`src/rtl/store_buffer.sv`:
```
// store_buffer: FIFO of word-aligned, lane-aligned stores that drain to data memory,
// searched by MEM-stage loads. Define STORE_BUF_FWD_EN to enable store-to-load forwarding.
module store_buffer #(
  parameter int DEPTH      = 4,
  parameter int DM_ADDRESS = 9,
  parameter int DATA_W     = 32
) (
  input  logic                          clk,
  input  logic                          rst_n,
  input  logic                          st_valid,
  output logic                          st_ready,
  input  logic [DM_ADDRESS-1:0]         st_addr,
  input  logic [DATA_W-1:0]             st_data,
  input  logic [2:0]                    st_funct3,
  input  logic                          ld_valid,
  input  logic [DM_ADDRESS-1:0]         ld_addr,
  input  logic [2:0]                    ld_funct3,
  output logic                          mem_we,
  output logic [DM_ADDRESS-1:0]         mem_addr,
  output logic [DATA_W-1:0]             mem_wdata,
  output logic [3:0]                    mem_wr,
  output logic                          fwd_hit,
  output logic [DATA_W-1:0]             fwd_data,
  output logic                          ld_stall,
  output logic [$clog2(DEPTH+1)-1:0]    count
);
  localparam int PW = $clog2(DEPTH);
  localparam int CW = $clog2(DEPTH+1);
  localparam int WA = DM_ADDRESS - 2;
  localparam int LW = DATA_W / 4;

  logic [PW-1:0]     head_reg, tail_reg;
  logic [CW-1:0]     count_reg;
  logic [DEPTH-1:0]  valid_reg, valid_next;

  // Payload storage carries no reset; valid_reg qualifies every entry.
  logic [WA-1:0]     waddr_mem [DEPTH];
  logic [DATA_W-1:0] data_mem  [DEPTH];
  logic [3:0]        be_mem    [DEPTH];

  logic              push, pop;
  logic [3:0]        st_be;
  logic [DATA_W-1:0] st_lane_data;
  logic [WA-1:0]     ld_waddr;
  logic              match_found;
  logic              lane_ok;
  logic [PW-1:0]     idx;

  always_comb begin
    st_be        = 4'b1111;
    st_lane_data = st_data;
    case (st_funct3)
      3'b000: begin
        st_be        = 4'b0001 << st_addr[1:0];
        st_lane_data = {4{st_data[LW-1:0]}};
      end
      3'b001: begin
        st_be        = st_addr[1] ? 4'b1100 : 4'b0011;
        st_lane_data = {2{st_data[2*LW-1:0]}};
      end
      default: ;
    endcase
  end

  assign ld_waddr = ld_addr[DM_ADDRESS-1:2];

`ifdef STORE_BUF_FWD_EN
  logic [3:0]        ld_need;
  logic [3:0]        match_be;
  logic [DATA_W-1:0] match_data;
  logic              covered;

  always_comb begin
    ld_need = 4'b1111;
    case (ld_funct3)
      3'b000, 3'b100: ld_need = 4'b0001 << ld_addr[1:0];
      3'b001, 3'b101: ld_need = ld_addr[1] ? 4'b1100 : 4'b0011;
      default: ;
    endcase
  end
`else
  logic unused_ld;
  assign unused_ld = ^{ld_funct3, ld_addr[1:0]};
`endif

  // Walk oldest to youngest from the head so the last hit is the youngest store.
  always_comb begin
    match_found = 1'b0;
    idx         = '0;
    lane_ok     = 1'b0;
`ifdef STORE_BUF_FWD_EN
    match_be    = 4'b0000;
    match_data  = '0;
`endif
    for (int k = 0; k < DEPTH; k++) begin
      idx = head_reg + PW'(k);
`ifdef STORE_BUF_FWD_EN
      lane_ok = (be_mem[idx] & ld_need) != 4'b0000;
`else
      lane_ok = 1'b1;
`endif
      if (valid_reg[idx] && (waddr_mem[idx] == ld_waddr) && lane_ok) begin
        match_found = 1'b1;
`ifdef STORE_BUF_FWD_EN
        match_be    = be_mem[idx];
        match_data  = data_mem[idx];
`endif
      end
    end
  end

`ifdef STORE_BUF_FWD_EN
  assign covered  = (match_be & ld_need) == ld_need;
  assign fwd_hit  = ld_valid && match_found && covered;
  assign ld_stall = ld_valid && match_found && !covered;
  assign fwd_data = fwd_hit ? match_data : '0;
`else
  assign fwd_hit  = 1'b0;
  assign fwd_data = '0;
  assign ld_stall = ld_valid && match_found;
`endif

  // The memory port is free whenever no load is using it, or the load is stalled anyway.
  assign st_ready  = count_reg != CW'(DEPTH);
  assign push      = st_valid && st_ready;
  assign mem_we    = (count_reg != '0) && (!ld_valid || ld_stall);
  assign pop       = mem_we;
  assign mem_addr  = mem_we ? {waddr_mem[head_reg], 2'b00} : '0;
  assign mem_wdata = mem_we ? data_mem[head_reg] : '0;
  assign mem_wr    = mem_we ? be_mem[head_reg] : 4'b0000;
  assign count     = count_reg;

  always_comb begin
    valid_next = valid_reg;
    if (pop)  valid_next[head_reg] = 1'b0;
    if (push) valid_next[tail_reg] = 1'b1;
  end

  always_ff @(posedge clk or negedge rst_n) begin
    if (!rst_n) begin
      head_reg  <= '0;
      tail_reg  <= '0;
      count_reg <= '0;
      valid_reg <= '0;
    end else begin
      if (push) tail_reg <= tail_reg + PW'(1);
      if (pop)  head_reg <= head_reg + PW'(1);
      count_reg <= count_reg + CW'(push) - CW'(pop);
      valid_reg <= valid_next;
    end
  end

  always_ff @(posedge clk) begin
    if (push) begin
      waddr_mem[tail_reg] <= st_addr[DM_ADDRESS-1:2];
      data_mem[tail_reg]  <= st_lane_data;
      be_mem[tail_reg]    <= st_be;
    end
  end

endmodule

```
`config.mk`:
```
export PLATFORM = sky130hd
export DESIGN_NAME = store_buffer
export DESIGN_NICKNAME = d
export VERILOG_FILES = /design/src/rtl/store_buffer.sv
export SDC_FILE = /design/constraint.sdc
export NUM_CORES = 1
export LEC_CHECK = 0
export CAP_MARGIN = 20
export CORE_UTILIZATION = 30
export DETAILED_ROUTE_END_ITERATION = 6
export GPL_TIMING_DRIVEN = 1
export PLACE_DENSITY = 0.52
export SLEW_MARGIN = 0
export SYNTH_ARGS = -nofsm -noshare
export SYNTH_HDL_FRONTEND = slang
export SYNTH_SLANG_ARGS = --single-unit
export TNS_END_PERCENT = 30
```
`constraint.sdc`:
```
create_clock -name clk -period 7.5 [get_ports clk]
set_input_delay 2.25 -clock clk [delete_from_list [all_inputs] [get_ports clk]]
set_output_delay 2.25 -clock clk [all_outputs]
set_load 0.01 [all_outputs]
```
# [Yosys cells after proc, flatten, opt, wreduce, memory -nomap -nowiden]
# Memories as Yosys holds them, arrays and structs flattened.
# Cells that the tools add are included.
[word_totals] register_bits=11 mem_bits_rw=172 input_bits=60 memories=3
[memory_table] name="data_mem" depth=4 width=32 rd=1 rd_clocked_by_memory_dff=0 wr=1 line_no="38" text="logic [DATA_W-1:0] data_mem [DEPTH];"
[memory_table] name="waddr_mem" depth=4 width=7 rd=4 rd_clocked_by_memory_dff=0 wr=1 line_no="37" text="logic [WA-1:0] waddr_mem [DEPTH];"
[memory_table] name="be_mem" depth=4 width=4 rd=1 rd_clocked_by_memory_dff=0 wr=1 line_no="39" text="logic [3:0] be_mem [DEPTH];"
[op_classes] n_addsub=6 magnitude_cmp=7 eq_ne=6 n_shift=1 n_mux=26 bitwise_logic=3 n_reduce_logical=13
[ops] cell="$pmux 32 s2" count=1
[ops] cell="$mux 32" count=1
[ops] cell="$eq 7x7->1" count=4
[ops] cell="$mux 4" count=4
[ops] cell="$lt 2x3->1 const B" count=5
[ops] cell="$mux 1" count=12
[ops] cell="$logic_and 1x1->1" count=9
[ops] cell="$mux 9" count=1
[ops] cell="$bmux 1 s2" count=4
[ops] cell="$pmux 4 s2" count=1
[ops] cell="$add 2x1->2 const B" count=2
[ops] cell="$add 2x2->2 const B" count=2
[ops] cell="$and 4x4->4" count=1
[ops] cell="$demux 1 s2" count=2
[ops] cell="$ge 2x1->1 const B" count=2
[ops] cell="$not 4->4" count=1
[ops] cell="$or 4x4->4" count=1
[ops] cell="$shl 1x2->4 const A" count=1
[ops] cell="$add 3x1->3" count=1
[ops] cell="$eq 3x1->1 const B" count=1
[ops] cell="$logic_not 3->1" count=1
[ops] cell="$ne 3x3->1 const B" count=1
[ops] cell="$reduce_bool 3->1" count=1
[ops] cell="$sub 3x1->3" count=1
[ops] cell="2 further kinds" count=2

# [Logic depth before layout (Yosys ltp)]
# Gate-level depths: netlist of the first run.
[depth] ltp_word=13 mapped_depth=20

# [Least setup slack after synthesis of the first run]
# OpenSTA, ideal clock, no wires.
[synth_timing] kind="input to output" startpoint="input ld_addr[3]" endpoint="output mem_wdata[26]" arrival_time_ns=4.247 setup_slack_ns=1.003 stages=9 path_buffers=2 path_cell_list="clkbuf_1 inv_1 a221oi_1 a21oi_1 or4_1 o22a_2 a31oi_4 buf_4 and2_1"
[synth_via] elab_chain_len=10
[synth_lines] item="start: declaration" line_no="16" text="input logic [DM_ADDRESS-1:0] ld_addr,"
[synth_lines] item="$eq 7x7->1" line_no="102" text="if (valid_reg[idx] && (waddr_mem[idx] == ld_waddr) && lane_ok) begin"
[synth_lines] item="$logic_and 1x1->1" line_no="102"
[synth_lines] item="$mux 1 (3 in a row)" line_no="102"
[synth_lines] item="$mux 1 *" line_no="102"
[synth_lines] item="$logic_and 1x1->1 *" line_no="120" text="assign ld_stall = ld_valid && match_found;"
[synth_lines] item="$logic_or 1x1->1 *" line_no="126" text="assign mem_we = (count_reg != '0) && (!ld_valid || ld_stall);"
[synth_lines] item="$logic_and 1x1->1 *" line_no="126"
[synth_lines] item="net mem_we" line_no="18" text="output logic mem_we,"
[synth_lines] item="$mux 32 *" line_no="129" text="assign mem_wdata = mem_we ? data_mem[head_reg] : '0;"
[synth_lines] item="end: declaration" line_no="20" text="output logic [DATA_W-1:0] mem_wdata,"
# The timed path passes the listed nets; every way through them passes the cells marked *.

# [Final worst setup path of the first run]
[layout_timing] startpoint="input ld_addr[7]" endpoint="output mem_wdata[2]"
[layout_via] elab_chain_len=10
[layout_lines] item="$eq 7x7->1" line_no="102"
[layout_lines] item="$logic_and 1x1->1" line_no="102"
[layout_lines] item="$mux 1 (3 in a row)" line_no="102"
[layout_lines] item="$mux 1 *" line_no="102"
[layout_lines] item="$logic_and 1x1->1 *" line_no="120"
[layout_lines] item="$logic_or 1x1->1 *" line_no="126"
[layout_lines] item="$logic_and 1x1->1 *" line_no="126"
[layout_lines] item="$mux 32 *" line_no="129"
# Mark *: on every way between the ends. The rest lies on a longest branch, timed or not.

==> results of run 1 <==
==> placed cells by master, fill, tap and decap left out, types with 2 or more instances in the layout <==
master / count
nor3_1: 3
clkdlybuf4s50_1: 88
and2_1: 39
buf_12: 2
mux4_2: 51
inv_2: 2
dlymetal6s2s_1: 15
xnor2_1: 24
nand4_1: 6
nor2_1: 11
buf_4: 22
a21oi_1: 12
inv_6: 3
inv_8: 3
nand3b_1: 5
a2111oi_2: 2
o221ai_1: 2
dfrtp_1: 9
o2111ai_1: 2
mux2_2: 20
mux2i_1: 31
nand2_1: 10
o21ai_0: 11
conb_1: 35
buf_6: 2
nor2b_1: 2
inv_1: 13
a2111oi_1: 2
edfxtp_1: 172
clkinv_8: 4
and3_2: 4
inv_12: 2
and3_1: 4
xor2_1: 17
ha_1: 10
clkbuf_16: 18
==> worst max path at each step <==
stage / start / end / slack [ns] / cells past startpoint
2_1_floorplan: ld_addr[3] / mem_wdata[26] / 1.00 / 9
3_3_place_gp: ld_addr[3] / mem_addr[2] / 0.006 / 10
3_5_place_dp: ld_addr[3] / mem_addr[2] / -0.03 / 10
4_1_cts: ld_addr[3] / mem_wr[2] / 0.02 / 10
5_1_grt: ld_addr[7] / mem_wdata[2] / 0.02 / 11
6_report: ld_addr[7] / mem_wdata[2] / 0.12 / 11
==> cell type report <==
| class | instances | area (um2) | share of cell area, % |
|---|---|---|---|
| clock buffer | 18 | 429.2 | 3.873 |
| clock inverter | 14 | 173.9 | 1.569 |
| inverter | 15 | 56.30 | 0.5081 |
| multi-input combinational | 323 | 3176 | 28.66 |
| sequential | 183 | 5445 | 49.14 |
| tap | 384 | 480.5 | 4.336 |
| timing repair buffer | 130 | 1321 | 11.92 |
==> logic make-up after synthesis <==
logic type | Yosys count | share of synthesized area (%)
flip-flops | 183 | 60.97
multiplexers | 103 | 19.04
AND/OR/NAND/NOR | 90 | 5.722
buffers and inverters | 80 | 5.259
AO/OA/AOI/OAI | 43 | 3.310
XOR/XNOR | 41 | 4.025
adder cells (fa/ha/maj) | 11 | 1.627
other | 1 | 0.04203
==> stage by stage <==
step                 TNS, ns  worst slack [ns]  hold WS (ns)  std cells
global route               0           0.01881        0.6450       1067
finish                     0            0.1213        0.5896       1067
detailed placement  -0.03383          -0.03383        0.5778       1032
global placement           0          0.006421        0.5465       1032
CTS                        0           0.02414        0.5935       1064
floorplan                  0             1.003        0.5454        586
==> timing repair <==
action / CTS / global route
setup buffers: 0 / 2
gates cloned: 0 / 1
endpoints found under the hold margin: 0 / 0
pin swaps: 0 / 1
endpoints found under the setup margin: 10 / 43
hold buffers: 0 / 0
gates resized for setup: 3 / 24
==> critical path: cells and delay by family <==
kind / cells / cell delay (ns)
buffers and inverters: 4 / 1.47
AO/OA/AOI/OAI: 4 / 1.00
AND/OR/NAND/NOR: 2 / 0.26
XOR/XNOR: 1 / 0.15
==> power groups by stage <==
stage | Combinational (mW) | Sequential, mW | Clock [mW]
final | 1.82 | 1.44 | 0.899
after global placement | 1.81 | 1.45 | 0
after CTS | 1.83 | 1.44 | 0.920
after floorplan | 1.19 | 1.44 | 0
after global routing | 1.99 | 1.46 | 0.960
after detailed placement | 1.81 | 1.47 | 0
==> metal layers <==
| layer | global-route usage, % | up-vias | routed length (um) |
|---|---|---|---|
| li1 | - | 2306 | - |
| met1 | 18.33 | 2595 | 9425 |
| met2 | 23.26 | 165 | 10170 |
| met3 | 3.281 | 17 | 1030 |
| met4 | 3.582 | 0 | 183 |
| met5 | 0 | - | 0 |
==> metrics.md, run 1 <==
| Metric | Value |
|---|---|
| First-iteration detailed-routing DRC count | 242 |
| Arrival time worst endpoint | 5.13 ns |
| Switching power | 1.433 mW |
| Largest buffer count on any clock path | 2 |
| Sequential cell fraction of total power | 34.6% |
| Mapped Avg Cell Area | 16.16 um2 |
| TritonCTS Sinks | 183 |
| Final Core Density | 38.20% |
| Number of nets in the finished design | 741 |
| Number of antenna cells inserted | 0 |
| Sequential share of the synthesized area | 60.97% |
| Tot Pwr | 4.158 mW |
| Synthesized instance count | 552 |
| Overall Global Routing Usage | 13.99% |
| Worst reg-to-reg setup slack | 2.75 ns |
| Final-report max-slew violation count | 0 |
| Number of levels in the clock H-tree | 4 |
| Crit Reg-Reg Endpoint | count[2] |
| Fraction of final layout cells sized beyond drive strength 1 | 21.38% |
| Number of max-cap violations | 0 |
| Fraction of registers with async set or reset after synthesis | 6.011% |
| Antenna violations before repair | 0 |
| Run status | complete, no violations |
| Chip width | 174.5 um |
| Number of remaining DRC errors | 0 |
| Slew at the pin closest to its max-slew limit | 0.9330 ns |
| Number of global-route vias before repair | 5,216 |
| List of cells traversed by the critical path | clkdlybuf4s50_1 -> xnor2_1 -> nand3_1 -> a2111oi_2 -> a41oi_1 -> o22a_2 -> a31oi_4 -> buf_4 -> clkbuf_16 -> and2_4 -> clkdlybuf4s50_1 |
| Total grt overflow | 0 |
| Setup Crit Path Kind | in -> out |
| Cell with the most instances after synthesis | edfxtp_1 |
| Power density normalized to cell area | 375.2 nW/um2 |
| Die Outline Area | 30,430 um2 |
| Peak supply drop | 0.1658 mV |
| Count of different cell masters after synthesis | 48 |
| Summed instance area of the synthesized netlist | 8922 um2 |
| Cell type with the highest aggregate area in the netlist | edfxtp_1 |
| Synthesized flop and latch total | 183 |
| Clock transition at the registers of the reported paths | 0.07 ns |
| Total clock buffers created by CTS | 17 |
| Antenna viol nets, final | 0 |
| Clock latency reported for the late side of the worst-skew pair | 0.44 ns |
| Share of total power in the clock network | 21.6% |
| Fraction of post-synthesis cell area in the top cell type by area | 57.89% |
| Largest net degree at the start of global routing | 61 |
| Worst slew margin relative to its limit | 37.80% |
| Largest registers ranked by flip-flop count | data_mem: 128 flops, waddr_mem: 28 flops, be_mem: 16 flops |
| Max Clk Rate | 135.5 MHz |
| Final WL | 20,810 um |
| Final cell area excluding filler cells | 11,080 um2 |
| Hold violation total from the final report | 0 |
| Most used cell along the critical path | clkdlybuf4s50_1 |
| Required time at the endpoint of the critical path | 5.25 ns |
| Routability Congestion | 0.8394 |
| Post-route clock skew | 0.01536 ns |
| Routed via count divided by cell count | 4.764 |
| Post-DP Area | 10,350 um2 |
| Wire length of the first global-routing pass | 31,320 um |
| Starting utilization of the core area | 30.75% |
| Worst setup EP type | output port |
| RSZ-0062 raised after global routing | false |
| Most frequently used flop master after synthesis | edfxtp_1 |
| Part of the cycle the worst path needs | 98.38% |
| Number of flip-flops in the largest register | 128 |
| Cell internal power dissipation | 2.725 mW |
| Top area cells in the synthesized netlist | edfxtp_1, mux4_2, mux2i_1 |
| Slowest stage delay, CP | 0.59 ns |
| Master of the slowest instance on the critical path | clkdlybuf4s50_1 |
| Row cnt | 62 |
| Worst reg-to-reg path cell count | 15 |
| Number of filler instances in the final layout | 2,705 |
| Critical path startpoint category | primary input |
| Worst Hold Launch | count[0] |
| Clk Tree Root Cell | clkbuf_16 |
| Final critical path time including I/O delays and setup | 7.379 ns |
| Worst hold path class | reg -> reg |
| TritonCTS clock tree | done |
| Most instantiated cells after synthesis | edfxtp_1, mux4_2, and2_1, buf_4, mux2i_1 |
| DP Wirelength | 13,140 um |
| Area added between synthesis and finish | 24.20% |
| Origin of the critical flop-to-flop path | head_reg[0] |
| Leakage | 3.983 nW |
| Synth warnings | 0 |
| Number of cells on the worst hold path | 1 |
| Number of synthesized flops with an enable pin | 172 |
| Vertical die dimension | 174.5 um |
| Routed wire length per instance | 19.50 um |
| Portion of total power attributed to combinational logic | 43.8% |
| Area inside the core boundary | 29,010 um2 |
| Vias post-DR | 5,083 |
| Sw frac | 34.46% |
| Port Buf Inserts | 103 |
| Most flops, register | data_mem |
| IO Pins | 144 |
| Number of setup violations in the final report | 0 |
| Worst hold path endpoint | count[0] |
| Iteration count of the initial detailed-routing pass | 5 |
| Critical-path maximum fanout | 10 |
(Power assumes the default switching activity.)
==> run 2: changes to the inputs <==
HOLD_SLACK_MARGIN = 0.12   (was not set)
==> results of run 2 <==
No change in the layout: final DEF, timing and power equal those of run 1.
